## src/rtl/alu4_seq.sv

```systemverilog
// alu4_seq: handshaked 4-bit ALU stage with one-bit-per-cycle iterative shifts and registered result/flags
module alu4_seq (
  input  logic       clk,
  input  logic       rst,
  input  logic       in_valid,
  output logic       in_ready,
  input  logic [2:0] opcode,
  input  logic [3:0] a,
  input  logic [3:0] b,
  output logic       out_valid,
  input  logic       out_ready,
  output logic [3:0] result,
  output logic       cout,
  output logic       of,
  output logic       zero
);
  typedef enum logic [1:0] {IDLE, SHIFT, DONE} state_t;
  state_t state;
  logic [3:0] acc, r, sh_nxt;
  logic [1:0] cnt;
  logic dir, c, o, is_sh;
  assign in_ready = state == IDLE && !rst;
  assign is_sh = opcode == 3'b101 || opcode == 3'b110;
  assign sh_nxt = dir ? {acc[2:0], 1'b0} : {1'b0, acc[3:1]};
  always_comb begin
    r = 4'b0;
    c = 1'b0;
    o = 1'b0;
    case (opcode)
      3'b000: begin
        {c, r} = {1'b0, a} + {1'b0, b};
        o = a[3] == b[3] && r[3] != a[3];
      end
      3'b001: begin
        {c, r} = {1'b0, a} + {1'b0, ~b} + 5'd1;
        o = a[3] != b[3] && r[3] != a[3];
      end
      3'b010: r = a & b;
      3'b011: r = a | b;
      3'b100: r = a ^ b;
      3'b111: begin
        r = ~a + 4'd1;
        c = a == 4'b0000;
        o = a == 4'b1000;
      end
      default: r = a;
    endcase
  end
  always_ff @(posedge clk) begin
    if (rst) begin
      state <= IDLE;
      out_valid <= 1'b0;
      result <= 4'b0;
      cout <= 1'b0;
      of <= 1'b0;
      zero <= 1'b0;
      acc <= 4'b0;
      cnt <= 2'b0;
      dir <= 1'b0;
    end else begin
      case (state)
        IDLE: if (in_valid) begin
          if (is_sh && b[1:0] != 2'b00) begin
            acc <= a;
            cnt <= b[1:0];
            dir <= opcode[1];
            state <= SHIFT;
          end else begin
            result <= r;
            cout <= c;
            of <= o;
            zero <= r == 4'b0000;
            out_valid <= 1'b1;
            state <= DONE;
          end
        end
        SHIFT: begin
          acc <= sh_nxt;
          cout <= dir ? acc[3] : acc[0];
          cnt <= cnt - 2'd1;
          if (cnt == 2'd1) begin
            result <= sh_nxt;
            of <= 1'b0;
            zero <= sh_nxt == 4'b0000;
            out_valid <= 1'b1;
            state <= DONE;
          end
        end
        DONE: if (out_ready) begin
          out_valid <= 1'b0;
          state <= IDLE;
        end
        default: state <= IDLE;
      endcase
    end
  end
endmodule
```

## config.mk

```make
export PLATFORM = sky130hd
export DESIGN_NAME = alu4_seq
export DESIGN_NICKNAME = d
export VERILOG_FILES = /design/src/rtl/alu4_seq.sv
export SDC_FILE = /design/constraint.sdc
export NUM_CORES = 1
export LEC_CHECK = 0
export BUFFER_PORTS_ARGS = -buffer_cell sky130_fd_sc_hd__buf_2
export CAP_MARGIN = 15
export CORE_MARGIN = 10
export CORE_UTILIZATION = 30
export CTS_CLUSTER_SIZE = 20
export DETAILED_ROUTE_END_ITERATION = 16
export SLEW_MARGIN = 10
export SYNTH_ARGS = -nofsm -noshare
export SYNTH_HDL_FRONTEND = slang
export SYNTH_SLANG_ARGS = --single-unit
```

## constraint.sdc

```tcl
create_clock -name clk -period 3.3 [get_ports clk]
set_input_delay 0.495 -clock clk [delete_from_list [all_inputs] [get_ports clk]]
set_output_delay 0.495 -clock clk [all_outputs]
set_load 0.01 [all_outputs]
```

==> metrics.yaml, run 1 <==
start_util: 0.308
finalInstanceArea_mm2: 0.00186
cts_setup_buffers: 0
vias: 1630
detail-route-antenna-nets: 0
synth_cells: 223
postCtsHoldBufs: 0
portBuffers: 23
core_area_mm2: 0.00547
synth_xor_area_frac: 0.0260
hold_class: "flip-flop to flip-flop"
crit_type: "primary input to flip-flop"
wirelength_um: 4640
ctsResizeCount: 0
area_growth_pct: 10.6
start_kind: "primary input"
hpwl_um: 3540
p_leak_nw: 0.769
routabilityCongestion: 0.867
pre_cts_slack_ps: 339
crit_fanout: 6
pwr-share-comb: 0.348
cp_slowest_stage_delay_ps: 520
placed_cells: 303
yosys_warnings: 0
fin_cells: 307
synth_ff_type: "dfxtp_1"
grt_pass1_wl_um: 7580
cts_inserted_buffers: 3
hold_viol: 0
path_buf_inv: 2
fin_nets: 267
synth_nets: 254
io_pins: 24
drv_cap: 0
diodes: 0
synth_edf_count: 0
clkLatencyLatePin_ps: 260
gr-total-overflow: 0
dieWidth_um: 94.9
first_pass_iters: 4
grt_pass1_vias: 1558
vias_per_cell: 5.31
fillers: 599
slew_headroom: 0.627
cp-end-kind: "flip-flop"
p_sw_mw: 0.220
rsz0062_at_grt: "no"
synth.area.mux_share: 0.0609
clkPwrFrac: 0.263
tightestPinTransition_ps: 557
synth_fa_ha_area_frac: 0.128
synth_area_mm2: 0.00168
synthSimpleGateAreaFrac: 0.221
cp.arrival_ps: 2860
p_int_mw: 0.395
swShare: 0.357
period_needed_ps: 2690
slew_violations: 0
ys_ff_latch: 17
timing.hold.ws_ps: 491
drive_gt1_frac: 0.149
setup_slack_ps: 610
seq_area_frac_synth: 0.202
path_cells: "buf_2 -> ha_1 -> inv_1 -> fa_1 -> nor2_1 -> o32ai_2 -> a21oi_1 -> o32a_1 -> or4_1 -> o32ai_1"
slowest_stage: "or4_1"
wl_per_cell_um: 15.1
drt_iter0_markers: 145
min_period_over_period: 0.815
total_power_mw: 0.615
cts_sinks: 17
dieHeight_um: 94.9
status: "complete, no violations"
max_freq_mhz: 372
synth_compound_area_frac: 0.280
cts_max_level: 1
cts_buffer_depth: 2
grt_max_degree: 31
setup_tns_ps: 0
power_density_mw_per_mm2: 330
grt_util_all_layers: 0.102
power_frac_seq: 0.389
drc: 0
crit_family: "compound AO/OA/AOI/OAI gates"
post-route-util: 0.340
worstPathRequired_ps: 3460
cts_tree: "built"
synth_top_family_by_area: "compound AO/OA/AOI/OAI gates"
avgSynthCellArea_um2: 7.55
setup_viol: 0
cts_root_buffer: "clkbuf_8"
dieArea_mm2: 0.00901
skew_ps: 3.48
ys_async_sr_fraction: 0
ir_drop_mv: 0.154
ys_types: 50
placed_area_mm2: 0.00182
rows: 27
antenna_found_initial: 0
cts.clk_slew.worst_paths_ps: 70
## per-layer routing
metal  wire, µm  track usage
met3        213       0.0174
met2       2100        0.157
met4         48       0.0274
met5          0            0
met1       2270        0.142
## placed cells by master (no fill, tap or decap), drive strengths merged, types with 2 or more instances in the layout
cell     count
nor4         2
nor2        22
nand2b       8
nor3b        2
fa           2
or2          2
nand2       13
o31ai        4
nand3b       2
xor2         2
a21oi       16
and3         2
o32ai        2
ha          14
buf         24
clkbuf       4
a31oi        5
a22oi        2
a311oi       3
dfxtp       17
xnor2        3
or4          2
o2bb2ai      2
a21o         3
mux2         2
inv         16
o221ai       2
nand3        5
o211ai       2
mux2i        8
a211o        2
or3          4
o21ai       14
a211oi       8
nor3         5
## logic make-up (layout without fill, tap and decap cells)
kind of cell | count (synthesis) | in the layout
compound gates | 70 | 70
xor+xnor | 5 | 5
fa+ha+maj | 16 | 16
buf+inv | 32 | 44
flops | 17 | 17
mux | 10 | 10
simple gates | 73 | 73
## layout make-up
class                      count  area, µm²  share of cell area
tap                           72       90.1              0.0484
clock buffer                   4       45.0              0.0242
inverter                      16       60.1              0.0322
sequential                    17        340               0.183
multi-input combinational    174       1200               0.647
timing repair buffer          24        123              0.0658
## state kept, by name (all words and copies together), names as in the netlist
signal and flops:
cout 1, out_valid 1, dir 1, state 2
zero 1, cnt 2, acc 4, of 1
result 4
## worst reg2reg max path, stage by stage (launching register included)
cell and delay (ps):
dfxtp_1 510, inv_2 130, nor2_1 470, a211oi_1 160, or4_1 420, o32ai_1 220
## power groups by stage
| stage | logic, mW | clock network [mW] | registers (mW) |
|---|---|---|---|
| after floorplan | 0.154 | 0 | 0.241 |
| after global placement | 0.212 | 0 | 0.244 |
| after detailed placement | 0.214 | 0 | 0.243 |
| after CTS | 0.215 | 0.168 | 0.239 |
| after global routing | 0.241 | 0.173 | 0.242 |
| final | 0.214 | 0.162 | 0.239 |
## synth_stat cells (3+ instances only)
| master | instances | share of area |
|---|---|---|
| a21oi_1 | 16 | 0.048 |
| inv_1 | 14 | 0.031 |
| a211oi_1 | 8 | 0.036 |
| clkbuf_1 | 8 | 0.018 |
| buf_2 | 6 | 0.018 |
| o21ai_0 | 11 | 0.033 |
| o21ai_1 | 3 | 0.0089 |
| a21o_1 | 3 | 0.013 |
| a311oi_1 | 3 | 0.016 |
| nor3_1 | 5 | 0.015 |
| ha_1 | 14 | 0.10 |
| a31oi_1 | 5 | 0.019 |
| nand2b_1 | 8 | 0.030 |
| o31ai_1 | 4 | 0.018 |
| nor2_1 | 21 | 0.047 |
| or3_1 | 4 | 0.015 |
| nand3_1 | 5 | 0.015 |
| mux2i_1 | 8 | 0.048 |
| nand2_1 | 13 | 0.029 |
| dfxtp_1 | 17 | 0.20 |
| xnor2_1 | 3 | 0.016 |
## worst paths after layout
| kind | depth (start not counted) | slack (ps) | endpoint | from |
|---|---|---|---|---|
| setup / recovery | 10 | 610 | zero$_SDFFE_PP0P_ | b[0] |
| hold / removal | 2 | 490 | result[2]$_SDFFE_PP0P_ | result[2]$_SDFFE_PP0P_ |
| setup reg to reg | 5 | 1300 | zero$_SDFFE_PP0P_ | state[0]$_SDFFE_PP0P_ |
| hold reg to reg | 2 | 490 | result[2]$_SDFFE_PP0P_ | result[2]$_SDFFE_PP0P_ |
Note: power is estimated with default switching activity, not from simulation.
==> run 2: changes to the inputs <==
ABC_AREA = 1   (was unset)
clock period = 2.7 ns   (was 3.3 ns; I/O delays follow)
==> run 2 against run 1 <==
Effect of this change: non-clock buffer count fell by 1; first-iteration DRC count fell by 28%; setup slack improved by 220 ps; final cell count rose by 14%; highest routed layer unchanged; largest cell class unchanged; sequential share of layout area rose by 0.17 points; via count rose by 3.5%.
==> metrics.yaml, run 2 <==
status: "complete, no violations"
ir_drop_mv: 0.194
dieArea_mm2: 0.00872
skew_ps: 3.07
ys_async_sr_fraction: 0
drv_cap: 0
reg2reg_setup_slack_ps: 1070
gr-usage-met1: 0.128
avgSynthCellArea_um2: 6.29
slew_headroom: 0.739
cp_common_cell: "nand2_1"
synth.most_common_cell: "nand2_1"
ys_types: 35
grt_use_met2: 0.175
routabilityCongestion: 0.886
seq_area_frac_synth: 0.211
drt_iter0_markers: 105
synth_cells: 257
cts_max_level: 1
vias_per_cell: 4.82
synthSimpleGateAreaFrac: 0.382
hold_start: "out_ready"
grt_pass1_wl_um: 7600
grt_pass1_vias: 1654
cts_root_buffer: "clkbuf_8"
power_density_mw_per_mm2: 425
cp-end-kind: "flip-flop"
start_kind: "primary input"
p_leak_nw: 0.892
rsz0062_at_grt: "no"
synth_ff_type: "dfxtp_1"
path_buf_inv: 3
layout_common_cells: "nand2_1 (53), nor2_1 (33), inv_1 (32)"
holdPathEnd: "state[1]$_SDFFE_PP0P_"
cts_sinks: 17
tightestPinTransition_ps: 392
wl_per_cell_um: 12.6
ctsResizeCount: 0
max_freq_mhz: 534
synth_xor_area_frac: 0.00542
slew_violations: 0
drive_gt1_frac: 0.164
cts_tree: "built"
synth_top_family_by_area: "simple AND/OR/NAND/NOR gates"
first_pass_iters: 4
cts_buffer_depth: 2
hpwl_um: 3530
synth_area_mm2: 0.00162
power_frac_seq: 0.381
synth_top_area_cell: "dfxtp_1"
synth_nets: 288
yosys_warnings: 0
fillers: 586
ys_top_cells_by_area: "dfxtp_1 (21%), nand2_1 (12%), ha_1 (11%), nor2_1 (7.7%), inv_1 (7.4%)"
hold_depth: 4
antenna_found_initial: 0
grt_max_degree: 17
p_sw_mw: 0.298
area_growth_pct: 14.3
hold_class: "primary input to flip-flop"
synth.area.mux_share: 0
portBuffers: 23
min_period_over_period: 0.694
dieWidth_um: 93.4
global_route.peak_usage_layer: "met2"
cts_setup_buffers: 0
slowest_stage: "fa_1"
swShare: 0.380
io_pins: 24
synth_edf_count: 0
cts_inserted_buffers: 3
reg2reg_depth: 8
reg.largest.list: "acc (4), result (4)"
clkLatencyLatePin_ps: 250
synth_compound_area_frac: 0.163
period_needed_ps: 1870
rows: 26
fin_nets: 312
path_cells: "buf_2 -> ha_1 -> inv_1 -> fa_1 -> inv_1 -> nand3_1 -> nand2_1 -> nor2_1 -> nand2_1 -> nand2_1 -> nand2_1 -> nor2_1 -> nand2_1 -> a21oi_1"
worstPathRequired_ps: 2880
layout_commonest_cell: "nand2_1"
cp_slowest_stage_delay_ps: 470
yosys-top-cells-count: "nand2_1 (53), nor2_1 (33), inv_1 (32)"
gr-total-overflow: 0
diodes: 0
crit_type: "primary input to flip-flop"
crit_family: "adder cells"
vias: 1687
cp.arrival_ps: 2060
setup_viol: 0
postCtsHoldBufs: 0
rr_startpoint: "state[0]$_SDFFE_PP0P_"
total_power_mw: 0.784
wirelength_um: 4410
grt_util_all_layers: 0.103
hold_viol: 0
r2r-end: "result[3]$_SDFFE_PP0P_"
crit_fanout: 5
drc: 0
start_util: 0.312
ys_ff_latch: 17
synth_fa_ha_area_frac: 0.133
clkPwrFrac: 0.248
pwr-share-comb: 0.372
detail-route-antenna-nets: 0
p_int_mw: 0.486
groute.layer.met3.usage: 0.0296
synth_top_area_frac: 0.211
core_area_mm2: 0.00517
dieHeight_um: 93.4
cts.clk_slew.worst_paths_ps: 70
setup_tns_ps: 0
==> run 2: logic make-up after synthesis <==
kind of cell	count (synthesis)
buffers and inverters	44
and+or+nand+nor	133
AOI/OAI and AO/OA	46
adders and majority gates	16
DFF	17
xor gates and xnor gates	1
==> run 2: how the worst max path moves through the flow <==
stage	start	slack, ps	to	depth (start not counted)
2_1_floorplan	a[0]	900	zero$_SDFFE_PP0P_	13
3_3_place_gp	b[0]	580	zero$_SDFFE_PP0P_	14
5_1_grt	a[3]	690	zero$_SDFFE_PP0P_	10
6_report	b[0]	830	zero$_SDFFE_PP0P_	14
4_1_cts	b[0]	840	zero$_SDFFE_PP0P_	14
3_5_place_dp	b[0]	570	zero$_SDFFE_PP0P_	14
==> run 2: layout make-up <==
class                      count  area (µm²)  area share
tap                           70        87.6      0.0475
timing repair buffer          23         115      0.0624
inverter                      40         154      0.0834
sequential                    17         340       0.184
clock buffer                   4        45.0      0.0244
multi-input combinational    196        1100       0.598
==> run 2: per-layer routing <==
layer	vias up	part of all wire
met5	-	0
li1	884	-
met3	2	0.059
met1	762	0.47
met4	0	0.0029
met2	39	0.47
==> run 2: power groups by stage <==
stage,clock network [mW],registers [mW],logic (mW)
global route,0.208,0.303,0.336
global placement,0,0.304,0.292
finish,0.194,0.298,0.291
detailed placement,0,0.305,0.291
CTS,0.199,0.299,0.292
floorplan,0,0.309,0.200
==> run 2: tightest hold or removal path, cell delays in order <==
cell and delay (ps):
buf_2 70, inv_1 40, nand3_1 70, a21oi_1 50
==> run 2: through the flow <==
| stage | util | instances | hold WS [ps] | worst slack (ps) | cell area [µm²] |
|---|---|---|---|---|---|
| after floorplan | - | 257 | 433 | 900 | 1620 |
| after global placement | 0.348 | 346 | 447 | 585 | 1800 |
| after detailed placement | 0.348 | 346 | 455 | 571 | 1800 |
| after CTS | 0.357 | 350 | 435 | 838 | 1850 |
| after global routing | 0.357 | 350 | 452 | 693 | 1850 |
| final | 0.357 | 350 | 436 | 826 | 1850 |
